==> src/rtl/cpu8_pkg.sv <==
// Shared definitions for the 8-bit CPU slice: address width, reset vector, sequencer states.
package cpu8_pkg;

  localparam int unsigned PC_WIDTH = 8;
  localparam logic [PC_WIDTH-1:0] RESET_VECTOR = 8'h00;
  localparam int unsigned CNT_WIDTH = 16;

  typedef enum logic [1:0] {
    SEQ_IDLE   = 2'd0,
    SEQ_RUN    = 2'd1,
    SEQ_STEP   = 2'd2,
    SEQ_HALTED = 2'd3
  } seq_state_e;

endpackage

==> src/rtl/sat_counter.sv <==
// Saturating up-counter with synchronous reset and clear; holds at all-ones.
module sat_counter #(
  parameter int unsigned WIDTH = 16
) (
  input  logic             clk,
  input  logic             reset,
  input  logic             clear,
  input  logic             inc,
  output logic [WIDTH-1:0] count
);

  localparam logic [WIDTH-1:0] One = {{(WIDTH-1){1'b0}}, 1'b1};

  logic [WIDTH-1:0] count_q, count_d;

  // Next count: clear wins, otherwise increment unless already saturated.
  always_comb begin
    count_d = count_q;
    if (clear) begin
      count_d = '0;
    end else if (inc && (count_q != '1)) begin
      count_d = count_q + One;
    end
  end

  // Count register with synchronous reset.
  always_ff @(posedge clk) begin
    if (reset) begin
      count_q <= '0;
    end else begin
      count_q <= count_d;
    end
  end

  assign count = count_q;

endmodule

==> src/rtl/pc_sequencer.sv <==
// Program-counter sequencer: owns the PC, adds run/step/halt, breakpoint, debug load and
// a retired-instruction counter in front of the combinational datapath.
module pc_sequencer #(
  parameter int unsigned                 PC_WIDTH     = cpu8_pkg::PC_WIDTH,
  parameter logic [PC_WIDTH-1:0]         RESET_VECTOR = cpu8_pkg::RESET_VECTOR,
  parameter int unsigned                 CNT_WIDTH    = cpu8_pkg::CNT_WIDTH
) (
  input  logic                 clk,
  input  logic                 reset,
  input  logic                 start,
  input  logic                 step,
  input  logic                 halt_req,
  input  logic                 bp_en,
  input  logic [PC_WIDTH-1:0]  bp_addr,
  input  logic                 load_en,
  input  logic [PC_WIDTH-1:0]  load_addr,
  input  logic [PC_WIDTH-1:0]  next_address,
  output logic [PC_WIDTH-1:0]  pc_out,
  output logic                 running,
  output logic                 halted,
  output logic                 bp_hit,
  output logic                 commit,
  output logic [CNT_WIDTH-1:0] instr_count
);

  import cpu8_pkg::*;

  seq_state_e          state_q, state_d;
  logic [PC_WIDTH-1:0] pc_q, pc_d;
  logic                bp_hit_q, bp_hit_d;
  logic                commit_q;
  logic                update;
  logic                bp_match;

  // Breakpoint compares the address about to be loaded, so the PC rests on bp_addr
  // before the instruction there executes.
  assign bp_match = bp_en && (next_address == bp_addr);

  // Next-state, next-PC and update decode.
  always_comb begin
    state_d  = state_q;
    pc_d     = pc_q;
    bp_hit_d = bp_hit_q;
    update   = 1'b0;
    unique case (state_q)
      SEQ_IDLE, SEQ_HALTED: begin
        if (load_en) begin
          pc_d = load_addr;
        end else if (start) begin
          state_d  = SEQ_RUN;
          bp_hit_d = 1'b0;
        end else if (step) begin
          state_d  = SEQ_STEP;
          bp_hit_d = 1'b0;
        end
      end
      SEQ_RUN: begin
        if (halt_req) begin
          state_d = SEQ_HALTED;
        end else begin
          update = 1'b1;
          pc_d   = next_address;
          if (bp_match) begin
            state_d  = SEQ_HALTED;
            bp_hit_d = 1'b1;
          end
        end
      end
      SEQ_STEP: begin
        state_d = SEQ_HALTED;
        if (!halt_req) begin
          update = 1'b1;
          pc_d   = next_address;
          if (bp_match) begin
            bp_hit_d = 1'b1;
          end
        end
      end
      default: state_d = SEQ_IDLE;
    endcase
  end

  // State, PC, sticky breakpoint flag and commit pulse registers.
  always_ff @(posedge clk) begin
    if (reset) begin
      state_q  <= SEQ_IDLE;
      pc_q     <= RESET_VECTOR;
      bp_hit_q <= 1'b0;
      commit_q <= 1'b0;
    end else begin
      state_q  <= state_d;
      pc_q     <= pc_d;
      bp_hit_q <= bp_hit_d;
      commit_q <= update;
    end
  end

  sat_counter #(
    .WIDTH (CNT_WIDTH)
  ) u_instr_count (
    .clk   (clk),
    .reset (reset),
    .clear (1'b0),
    .inc   (update),
    .count (instr_count)
  );

  assign pc_out  = pc_q;
  assign running = (state_q == SEQ_RUN);
  assign halted  = (state_q == SEQ_HALTED);
  assign bp_hit  = bp_hit_q;
  assign commit  = commit_q;

endmodule

==> config.mk <==
export PLATFORM = sky130hd
export DESIGN_NAME = pc_sequencer
export DESIGN_NICKNAME = d
export VERILOG_FILES = /design/src/rtl/cpu8_pkg.sv /design/src/rtl/sat_counter.sv /design/src/rtl/pc_sequencer.sv
export SDC_FILE = /design/constraint.sdc
export NUM_CORES = 1
export LEC_CHECK = 0
export ABC_AREA = 0
export BUFFER_PORTS_ARGS = -buffer_cell sky130_fd_sc_hd__buf_4
export CORE_UTILIZATION = 40
export CTS_BUF_LIST = sky130_fd_sc_hd__clkbuf_16
export CTS_CLUSTER_DIAMETER = 50
export DETAILED_ROUTE_END_ITERATION = 10
export GPL_TIMING_DRIVEN = 0
export MAX_ROUTING_LAYER = met4
export PLACE_DENSITY = 0.68
export REMOVE_ABC_BUFFERS = 1
export SYNTH_ARGS = -nofsm -noshare
export SYNTH_HDL_FRONTEND = slang
export SYNTH_SLANG_ARGS = --single-unit
==> constraint.sdc <==
create_clock -name clk -period 2.15 [get_ports clk]
set_input_delay 0.645 -clock clk [delete_from_list [all_inputs] [get_ports clk]]
set_output_delay 0.645 -clock clk [all_outputs]
set_load 0.02 [all_outputs]
==> results_tabular.tex <==
\begin{tabular}{lr}
\hline
Metric & Value \\
\hline
\multicolumn{2}{l}{\textbf{Outcome}} \\
\quad Result of the run & completed \\
\multicolumn{2}{l}{\textbf{Final layout}} \\
\quad Diode count & 0 \\
\quad Highest-count cells in the layout ignoring fill and taps & sky130\_fd\_sc\_hd\_\_buf\_4, sky130\_fd\_sc\_hd\_\_nor2\_1, sky130\_fd\_sc\_hd\_\_dfxtp\_1, sky130\_fd\_sc\_hd\_\_xnor2\_1 \\
\quad Syn-to-layout area delta & 37.9\% \\
\quad Number of fill cells in the layout & 302 \\
\quad Total number of nets in the final design & 248 \\
\quad Most common library cell in the layout ignoring fill and taps & sky130\_fd\_sc\_hd\_\_buf\_4 \\
\quad Share of layout cells above drive strength 1 & 32.4\% \\
\quad Final core occ & 58.6\% \\
\multicolumn{2}{l}{\textbf{Synth}} \\
\quad Library cell occupying the most area in the post-synthesis netlist & sky130\_fd\_sc\_hd\_\_dfxtp\_1 \\
\quad Warnings, synthesis & 0 \\
\quad Sequential-to-total area share from yosys stat & 38.9\% \\
\quad Synth area leaders & sky130\_fd\_sc\_hd\_\_dfxtp\_1, sky130\_fd\_sc\_hd\_\_nor2\_1, sky130\_fd\_sc\_hd\_\_xnor2\_1 \\
\quad Post-synthesis cell area & 0.00144 sq mm \\
\quad Synthesized instance count & 157 \\
\quad Avg Inst Size Synth & 9.17 sq um \\
\quad Number of register bits inferred by synthesis & 28 \\
\quad Area share of the leading cell type in the synthesized netlist & 38.9\% \\
\quad Distinct cell type count after synthesis & 35 \\
\multicolumn{2}{l}{\textbf{Route}} \\
\quad Routed wire length & 3180 microns \\
\quad Detail Route Antenna Nets & 0 \\
\quad Routed via count divided by cell count & 5.04 \\
\quad First-pass DRT Iterations & 4 \\
\quad DR DRC count & 0 \\
\quad Via count & 1306 \\
\quad Routed len/inst & 12.3 microns \\
\quad Iteration-0 DRC count of the detailed router & 47 \\
\multicolumn{2}{l}{\textbf{Timing}} \\
\quad Max-slew headroom & 75.1\% \\
\quad Final min period & 1880 ps \\
\quad Worst hold margin & 506 ps \\
\quad Worst slew pin tran & 372 ps \\
\quad Number of endpoints failing setup at the final stage & 0 \\
\quad Count of endpoints failing hold in the final timing report & 0 \\
\quad Unrepaired setup endpoints after global routing & false \\
\quad Fmax achieved & 533 MHz \\
\quad Number of max-slew violations in the final report & 0 \\
\quad Total negative setup slack & 0 ps \\
\quad Fraction of the cycle the final worst path needs & 87.2\% \\
\quad Worst-case clock skew & 3.42 ps \\
\multicolumn{2}{l}{\textbf{Clocking}} \\
\quad Hold-fix buffers, CTS & 0 \\
\quad CTS H-tree lvls & 1 \\
\quad TritonCTS clock tree & built \\
\quad Cell at the root of the clock tree & sky130\_fd\_sc\_hd\_\_clkbuf\_16 \\
\quad CTS sink count & 28 \\
\quad CTS buffer count & 3 \\
\quad Clock buffer depth & 2 \\
\quad Post-CTS setup buffers & 0 \\
\quad Number of gates resized after cts & 0 \\
\quad Clock latency on the worst-skew pair & 260 ps \\
\quad Reg clk slew, reported paths & 70 ps \\
\multicolumn{2}{l}{\textbf{Global route}} \\
\quad Via count of the first global-routing pass & 1223 \\
\quad Met3 usage in global routing & 4.76\% \\
\quad Largest net degree at the start of global routing & 29 \\
\quad Initial antenna violation count & 0 \\
\quad GR Util met2 & 31.3\% \\
\quad First-pass GRT wire length & 4980 microns \\
\quad Total congestion overflow & 0 \\
\quad Most Used Layer, Global Route & met2 \\
\quad Met1 Resource Use GR & 21.1\% \\
\quad Tot GR Track Use & 18.4\% \\
\multicolumn{2}{l}{\textbf{Critical path}} \\
\quad Standard cell with the maximum stage delay on the critical path & sky130\_fd\_sc\_hd\_\_ha\_2 \\
\quad Critical Path Start Type & register \\
\quad Cells along the critical path & inv\_1 > ha\_2 > or2\_1 > a41oi\_2 > nand4\_1 > xor2\_1 > nor2\_1 \\
\quad Crit path buffers/inverters & 1 \\
\quad CP Capture Type & register \\
\quad Data required time at the worst endpoint & 2300 ps \\
\quad Top fanout value on the critical path & 15 \\
\quad Crit Path Category & register to register \\
\quad Largest delay contributor family on the critical path & simple AND/OR/NAND/NOR gates \\
\quad Arrival @ worst endpoint & 2030 ps \\
\quad Slowest cell delay on critical path & 390 ps \\
\multicolumn{2}{l}{\textbf{Floorplan}} \\
\quad Width of the die & 62 microns \\
\quad Vertical extent of the die & 62 microns \\
\quad Cell Rows & 21 \\
\quad Core box area & 0.00339 sq mm \\
\quad Die area & 0.00384 sq mm \\
\quad Effective utilization at floorplan & 42.5\% \\
\quad Top Ports & 59 \\
\multicolumn{2}{l}{\textbf{Placement}} \\
\quad Detailed placement HPWL & 2510 microns \\
\quad Count of buffers inserted at the top-level ports & 58 \\
\quad Final weighted congestion in routability-driven placement & 0.815 \\
\multicolumn{2}{l}{\textbf{Job}} \\
\quad Number of maximum-capacitance violations & 0 \\
\multicolumn{2}{l}{\textbf{Power}} \\
\quad Max IR drop VDD & 0.000665 V \\
\quad Power, Total & 0.00193 W \\
\quad Leakage power summed over all cells & 0.844 nW \\
\quad Power density normalized to cell area & 972 mW/mm\^{}2 \\
\multicolumn{2}{l}{\textbf{Hold path}} \\
\quad Worst hold path type & register to register \\
\hline
\end{tabular}
[path summary, 6_finish.rpt]
path         slack, ps                     end  cells after the start  startpoint
max                270  u_instr_count.count[3]                      7  state_q[1]
min                510               pc_out[1]                      2   pc_out[1]
max reg2reg        270  u_instr_count.count[3]                      7  state_q[1]
min reg2reg        510               pc_out[1]                      2   pc_out[1]
[flip-flops by register name (all words and copies together), names as in the netlist]
name,cells
u_instr_count.count,16
pc_out,8
state_q,2
bp_hit,1
commit,1
[per-stage QoR]
step | area (sq um) | worst slack (ps) | cells
floorplan | 1410 | 290 | 151
global placement | 1900 | 145 | 255
detailed placement | 1900 | 103 | 255
CTS | 1980 | 86.0 | 259
global route | 1990 | 132 | 259
finish | 1990 | 275 | 259
[cells by family after synthesis]
| group | after synthesis | share of synthesized area [%] |
|---|---|---|
| AOI/OAI and AO/OA | 21 | 12.9 |
| xor gates and xnor gates | 21 | 12.8 |
| adders and majority gates | 3 | 2.61 |
| buffers and inverters | 8 | 2.52 |
| DFF | 28 | 38.9 |
| muxes | 11 | 7.73 |
| and+or+nand+nor | 65 | 22.6 |
[final cells by class]
cell class | instances | area (sq um) | area share (%)
multi-input cells | 121 | 846 | 42.6
flip-flops and latches | 28 | 561 | 28.2
repair buffers | 58 | 435 | 21.9
clock buffers | 3 | 75.1 | 3.78
well taps | 46 | 57.6 | 2.90
inverters | 2 | 7.51 | 0.378
clock inverters | 1 | 3.75 | 0.189
[synth_stat cells]
master,count
sky130_fd_sc_hd__nor2_1,29
sky130_fd_sc_hd__buf_2,2
sky130_fd_sc_hd__nand3_1,2
sky130_fd_sc_hd__dfxtp_1,28
sky130_fd_sc_hd__a31oi_1,1
sky130_fd_sc_hd__o21ai_0,1
sky130_fd_sc_hd__xnor2_1,12
sky130_fd_sc_hd__mux2i_1,10
sky130_fd_sc_hd__nor3_1,3
sky130_fd_sc_hd__and2_4,1
sky130_fd_sc_hd__buf_4,1
sky130_fd_sc_hd__or3_1,1
sky130_fd_sc_hd__a41oi_2,1
sky130_fd_sc_hd__and4_1,3
sky130_fd_sc_hd__nor3b_1,1
sky130_fd_sc_hd__o311ai_2,1
sky130_fd_sc_hd__nor2_2,1
sky130_fd_sc_hd__a211oi_1,8
sky130_fd_sc_hd__inv_1,2
sky130_fd_sc_hd__o2111ai_4,1
sky130_fd_sc_hd__o21ai_1,1
sky130_fd_sc_hd__and4b_1,1
sky130_fd_sc_hd__mux2_2,1
sky130_fd_sc_hd__and3_1,3
sky130_fd_sc_hd__a41o_1,1
sky130_fd_sc_hd__ha_1,3
sky130_fd_sc_hd__clkbuf_1,3
sky130_fd_sc_hd__o211ai_1,1
sky130_fd_sc_hd__or2_1,1
sky130_fd_sc_hd__nand4_1,10
sky130_fd_sc_hd__nand4b_1,1
sky130_fd_sc_hd__a21oi_1,4
sky130_fd_sc_hd__nand2_1,8
sky130_fd_sc_hd__xor2_1,9
sky130_fd_sc_hd__a211oi_2,1
[where the power goes]
group | switching, W | internal, W | total [W]
Combinational | 0.000444 | 0.000375 | 0.000819
Clock | 0.000178 | 0.000250 | 0.000428
Sequential | 0.0000642 | 0.000618 | 0.000683
Total | 0.000687 | 0.00124 | 0.00193
[worst register-to-register path, stage by stage, from the launching register on]
cell	delay (ps)
sky130_fd_sc_hd__dfxtp_1	350
sky130_fd_sc_hd__inv_1	50
sky130_fd_sc_hd__ha_2	390
sky130_fd_sc_hd__or2_1	330
sky130_fd_sc_hd__a41oi_2	280
sky130_fd_sc_hd__nand4_1	150
sky130_fd_sc_hd__xor2_1	160
sky130_fd_sc_hd__nor2_1	50
[per-layer routing]
| layer | up-vias | share of wire (%) |
|---|---|---|
| met1 | 580 | 44 |
| met2 | 47 | 49 |
| met5 | - | 0 |
| met4 | 0 | 1.1 |
| li1 | 674 | - |
| met3 | 5 | 6.0 |
Power figures use the tool's default switching activity.
